--- src/rtl/aes_round_ctrl.sv ---
// Iterative AES encryption round sequencer: owns the state register, round counter and key fetch.
// Optional round-key cache enabled by defining AES_CTRL_KEY_CACHE_EN.
module aes_round_ctrl #(
  parameter int NR = 10
) (
  input  logic         clk,
  input  logic         rst,
  input  logic         in_valid,
  output logic         in_ready,
  input  logic [127:0] in_block,
  output logic         out_valid,
  input  logic         out_ready,
  output logic [127:0] out_block,
  output logic         rk_req,
  output logic [3:0]   rk_idx,
  input  logic         rk_valid,
  input  logic [127:0] rk_data,
  output logic [127:0] dp_state,
  output logic [127:0] dp_key,
  output logic         dp_final,
  input  logic [127:0] dp_result,
  input  logic         key_flush,
  output logic         busy
);

  localparam logic [1:0] S_IDLE  = 2'd0;
  localparam logic [1:0] S_FETCH = 2'd1;
  localparam logic [1:0] S_EXEC  = 2'd2;
  localparam logic [1:0] S_DONE  = 2'd3;

  localparam logic [3:0] LAST_RND = 4'(NR);

  logic [1:0]   fsm;
  logic [127:0] state_q;
  logic [127:0] key_q;
  logic [3:0]   rnd;
  logic         rk_req_q;
  logic [3:0]   rk_idx_q;

  logic         fetch_ok;
  logic [127:0] fetch_key;
  logic         req_needed;

`ifdef AES_CTRL_KEY_CACHE_EN
  logic [127:0] cache_mem [0:NR];
  logic [NR:0]  cache_vld;
  logic [3:0]   req_idx;

  // Index of the key the next FETCH will need, decided one cycle early so rk_req stays registered.
  always_comb begin
    req_idx = 4'd0;
    case (fsm)
      S_FETCH: req_idx = 4'd1;
      S_EXEC:  req_idx = rnd + 4'd1;
      default: req_idx = 4'd0;
    endcase
  end

  assign req_needed = !(cache_vld[req_idx] && !key_flush);
  assign fetch_ok   = rk_req_q ? rk_valid : 1'b1;
  assign fetch_key  = rk_req_q ? rk_data : cache_mem[rnd];

  always_ff @(posedge clk) begin
    if (rst || key_flush) begin
      cache_vld <= '0;
    end else if (fsm == S_FETCH && rk_req_q && rk_valid) begin
      cache_vld[rnd] <= 1'b1;
    end
  end

  // NOTE: key storage has no reset; the valid bits alone decide whether an entry is used.
  always_ff @(posedge clk) begin
    if (fsm == S_FETCH && rk_req_q && rk_valid) begin
      cache_mem[rnd] <= rk_data;
    end
  end
`else
  logic unused_key_flush;

  assign unused_key_flush = key_flush;
  assign req_needed       = 1'b1;
  assign fetch_ok         = rk_valid;
  assign fetch_key        = rk_data;
`endif

  // NOTE: all state is updated with non-blocking assignments so every register sees pre-edge values.
  always_ff @(posedge clk) begin
    if (rst) begin
      fsm      <= S_IDLE;
      state_q  <= '0;
      key_q    <= '0;
      rnd      <= '0;
      rk_req_q <= 1'b0;
      rk_idx_q <= '0;
    end else begin
      case (fsm)
        S_IDLE: begin
          if (in_valid) begin
            state_q  <= in_block;
            rnd      <= 4'd0;
            rk_idx_q <= 4'd0;
            rk_req_q <= req_needed;
            fsm      <= S_FETCH;
          end
        end
        S_FETCH: begin
          if (fetch_ok) begin
            if (rnd == 4'd0) begin
              // Initial whitening with round key 0, then fetch key 1 without executing.
              state_q  <= state_q ^ fetch_key;
              rnd      <= 4'd1;
              rk_idx_q <= 4'd1;
              rk_req_q <= req_needed;
            end else begin
              key_q    <= fetch_key;
              rk_req_q <= 1'b0;
              fsm      <= S_EXEC;
            end
          end
        end
        S_EXEC: begin
          state_q <= dp_result;
          if (rnd == LAST_RND) begin
            fsm <= S_DONE;
          end else begin
            rnd      <= rnd + 4'd1;
            rk_idx_q <= rnd + 4'd1;
            rk_req_q <= req_needed;
            fsm      <= S_FETCH;
          end
        end
        default: begin
          if (out_ready) begin
            fsm <= S_IDLE;
          end
        end
      endcase
    end
  end

  assign in_ready  = (fsm == S_IDLE);
  assign out_valid = (fsm == S_DONE);
  assign out_block = state_q;
  assign rk_req    = rk_req_q;
  assign rk_idx    = rk_idx_q;
  assign dp_state  = state_q;
  assign dp_key    = key_q;
  assign dp_final  = (fsm == S_EXEC) && (rnd == LAST_RND);
  assign busy      = (fsm == S_FETCH) || (fsm == S_EXEC);

endmodule

--- config.mk ---
export PLATFORM = sky130hd
export DESIGN_NAME = aes_round_ctrl
export DESIGN_NICKNAME = d
export VERILOG_FILES = /design/src/rtl/aes_round_ctrl.sv
export SDC_FILE = /design/constraint.sdc
export NUM_CORES = 1
export LEC_CHECK = 0
export BUFFER_PORTS_ARGS = -buffer_cell sky130_fd_sc_hd__buf_2
export CAP_MARGIN = 20
export CORE_AREA = 8 8 297 299
export DETAILED_ROUTE_END_ITERATION = 10
export DIE_AREA = 0 0 305 307
export PLACE_DENSITY = 0.41
export SLEW_MARGIN = 20
export SYNTH_ARGS = -nofsm -noshare
export SYNTH_HDL_FRONTEND = slang
export SYNTH_SLANG_ARGS = --single-unit
export TNS_END_PERCENT = 100
--- constraint.sdc ---
create_clock -name clk -period 3 [get_ports clk]
set_input_delay 0.45 -clock clk [delete_from_list [all_inputs] [get_ports clk]]
set_output_delay 0.45 -clock clk [all_outputs]
set_load 0.01 [all_outputs]
Yosys cells after proc, flatten, opt, wreduce, memory -nomap -nowiden

Cells that the tools add are included.

Logic and storage cells: 48
Register bits after elaboration: 263
Input port bits: 390
Output and inout bits: 393

Add/subtract/negate cells: 1
Muxes and demuxes: 20
Equality and inequality tests: 9
Bitwise operators: 2
Reduce and logical (&&, ||, !) cells: 11

Operators by type and width:

| cell                                                | number |
|---|---|
| 2-to-1 mux 128 bit                                  | 3 |
| one-hot mux 128 bit (3 select lines)                | 1 |
| XOR 128 bit                                         | 1 |
| 2-to-1 mux 4 bit                                    | 4 |
| one-hot mux 4 bit (3 select lines)                  | 1 |
| AND reduction 4 bit                                 | 3 |
| 2-to-1 mux 2 bit                                    | 5 |
| != test 2 bit, second input constant                | 5 |
| one-hot mux 2 bit (3 select lines)                  | 1 |
| AND reduction 5 bit                                 | 1 |
| adder 4 x 1 -> 4 bit, second input constant         | 1 |
| equality test 2 bit, second input constant          | 2 |
| equality test 4 bit, second input constant          | 1 |
| logical NOT 4 bit                                   | 1 |
| 2-to-1 mux 1 bit                                    | 4 |
| nonzero test 4 bit                                  | 1 |
| one-hot mux 1 bit (3 select lines)                  | 1 |
| AND reduction 3 bit                                 | 1 |
| nonzero test 3 bit                                  | 1 |
| equality test 2 x 1 -> 1 bit, second input constant | 1 |
| logical NOT 2 bit                                   | 1 |
| logical AND 1 bit                                   | 1 |
| logical OR 1 bit                                    | 1 |
| NOT 1 bit                                           | 1 |

Depth between registers and ports, before layout

Depth in word-level cells: 4
Depth in mapped cells: 9

Worst setup path before layout

OpenSTA, ideal clock, no wires.

Path type: register -> register
From: reg rk_idx[0] (netlist name)
To: reg state_q[77], in the netlist dp_state[77]
Required time: 2.883 ns
Buffers on the path: 2
Setup slack: 0.828 ns
Cell stages (with the launch flop): 9
Data arrival time: 2.055 ns
Cells stage by stage: dfxtp_1 > inv_1 > ha_1 > or3b_4 > a2111oi_4 > buf_2 > buf_4 > o21ai_1 > a32o_1

RTL lines:

| item                 | line | RTL |
|---|---|---|
| end signal, assigned | 99   | `state_q <= in_block;` |
| end signal, assigned | 110  | `state_q <= state_q ^ fetch_key;` |
| end signal, assigned | 122  | `state_q <= dp_result;` |
| end, declared        | 34   | `logic [127:0] state_q;` |

==> flow_summary.ini <==
[synthesis]
yosys.area.top_type = dfxtp_1
synth_seq_cells = 263
synth_compound_area_frac = 0.326
synth-edff-count = 0
synth.distinct_cells = 35
yosys.area.top_type_share = 0.388
synth-xor-area-share = 0
muxShareOfSynthArea = 0.00221
synth_top_family_by_area = compound AO/OA/AOI/OAI gates
ys_seq_area_frac = 0.388
syn_area_um2 = 13600
syn_nets = 2158
synth.area.top_cells = dfxtp_1 (39%), a21oi_1 (9.5%), a32o_1 (9.4%)
synth-main-ff-cell = dfxtp_1
yosys.area_share.simple = 0.119
syn_avg_cell_area_um2 = 7.72
yosysWarnings = 0
async_reset_ff_frac = 0
synth_cells = 1759
synth_fa_ha_area_frac = 0.00829

[worst_setup_path]
cp_slowest_cell = and2_4
path_cells = inv_1 -> ha_1 -> or3b_4 -> a2111oi_4 -> buf_4 -> and2_4 -> buf_12 -> a32o_1
arrival_ns = 3.08
r2r_slack_ns = 0.38
crit_path_max_incr_delay_ns = 0.46
critical_path_class = reg -> reg
crit_end = dp_state[11]$_SDFFE_PP0P_
critPathLaunchType = flop
path_buf_inv = 3
r2r_cells = 8
r2r-start = rk_idx[0]$_SDFFE_PP0P_
crit_cells = 8
worstPathRequired_ns = 3.47
rr_endpoint = dp_state[11]$_SDFFE_PP0P_
cp-startpoint = rk_idx[0]$_SDFFE_PP0P_
cp_max_fo = 26
cp_top_family = simple AND/OR/NAND/NOR gates
cp-end-kind = flop

[route]
drt_pass1_iterations = 5
drt-initial-drc-count = 852
vias_per_cell = 4.41
postRouteAntennaNets = 0
wl_per_cell_um = 20.4
wirelength_mm = 70.8
drc = 0
vias = 15270

[flow_run]
drv_cap = 0

[clocking]
cts_sinks = 263
cts_max_level = 2
path_clk_slew_ns = 0.06
cts_hold_buf = 0
clk_root_buffer_cell = clkbuf_16
postCtsResizedCells = 0
cts_tree = done
numCtsBuffers = 35
clk_latency_ns = 0.53
postCtsSetupRepairBufs = 0
cts_buffer_depth = 3

[global_route]
track_usage = 0.140
grt_overflow = 0
antenna_found_initial = 9
grt_pass1_vias = 15426
grt_max_degree = 132
grt_pass1_wl_mm = 103

[finish]
stdcell_count = 3464
final_cell_mix = buf_2 (780), dfxtp_1 (263), nand2_1 (260)
layout_commonest_cell = buf_2
final_nets = 2750
drive_above_1_share = 0.381
syn_to_final_growth_pct = 41.0
final_area_um2 = 19100

[placement]
portBuffers = 781
gp_congestion = 0.807
place_area_um2 = 18000
hpwl_mm = 53.3
dpl_worst_slack_ns = 0.362
place_inst = 3394

[die]
dieArea_um2 = 93600
die_height_um = 307
rows = 106
ios = 783
start_util = 0.163
die_w_um = 305
core_area_um2 = 83200

[sta]
hold_slack_ns = 0.137
period_minus_slack_ns = 2.62
drv_slew = 0
tightest_slew_ns = 0.825
period_share = 0.872
rsz0062_at_grt = false
setup_tns_ns = 0
hold_viol_final = 0
setup_viol = 0
max_slew_margin = 0.450
fmax_ghz = 0.382
fin_ws_ns = 0.384
fin_skew_ns = 0.0111

[power_and_ir_drop]
p_per_area_nw_per_um2 = 869
p_leak_nw = 8.33
vdd_drop_max_mv = 0.492

[hold_path]
hold_path_class = in -> reg
hp-start = rst

[outcome]
outcome = finished, final reports clean
## synthesized netlist by cell type, types with 2 or more instances
cell type and instances:
nor2_1 133, nor2b_1 2, buf_4 143, a32oi_1 128, nor3_1 4, and3_1 2
mux2i_1 3, nand2_1 261, ha_1 9, buf_2 12, nor4bb_1 2, o21ai_1 120
inv_1 134, o21ai_0 9, a32o_1 128, clkbuf_1 122, dfxtp_1 263, a21oi_1 257
buf_1 8, nand3_1 4
## registers in the layout (all words and copies together), names as in the netlist
name and cells:
rk_req 1, fsm 2, rk_idx 4, dp_key 128
dp_state 128
## power breakdown
part / switching, mW / internal [mW]
sequential: 0.602 / 4.03
clock: 1.67 / 2.58
combinational: 4.66 / 3.10
## metal layers
metal | track usage | vias up | part of all wire
met2 | 0.242 | 532 | 0.49
met4 | 0.0455 | 0 | 0.026
met3 | 0.0369 | 84 | 0.066
met1 | 0.167 | 7322 | 0.42
met5 | 0 | - | 0
li1 | - | 7332 | -
## worst min path at each step
stage | endpoint | cells after the start
finish | dp_key[81]$_SDFFE_PP0P_ | 2
global route | dp_key[81]$_SDFFE_PP0P_ | 2
CTS | dp_key[81]$_SDFFE_PP0P_ | 2
detailed placement | dp_key[102]$_SDFFE_PP0P_ | 2
global placement | dp_key[32]$_SDFFE_PP0P_ | 2
floorplan | dp_key[0]$_SDFFE_PP0P_ | 2
## worst reg2reg max path, cell delays in order (launching register included)
cell       delay (ns)
dfxtp_1          0.35
inv_1            0.12
ha_1             0.16
or3b_4           0.42
a2111oi_4        0.35
buf_4            0.25
and2_4           0.47
buf_12           0.27
a32o_1           0.17
## cells by family (layout without fill, tap and decap cells)
group | Yosys count | after routing
multiplexers | 3 | 3
adder cells (fa/ha/maj) | 9 | 9
buffers and inverters | 421 | 1037
AND/OR/NAND/NOR | 413 | 413
other | 0 | 9
AO/OA/AOI/OAI | 650 | 650
flip-flops | 263 | 263
## through the flow
stage | total power [mW] | util
2_1_floorplan | 9.96 | -
3_3_place_gp | 12.6 | 0.216
3_5_place_dp | 12.5 | 0.216
4_1_cts | 16.9 | 0.230
5_1_grt | 17.8 | 0.230
6_report | 16.6 | 0.230
## layout make-up
class                           instances  area, um^2
Inverter                              135         509
Multi-Input combinational cell       1075        6240
Fill cell                            9436       64000
Timing Repair Buffer                  841        4620
Sequential cell                       263        5270
Clock buffer                           56        1100
Tap cell                             1080        1350
Antenna cell                            9        22.5
Clock inverter                          5        50.0
Note: power is estimated with default switching activity, not from simulation.
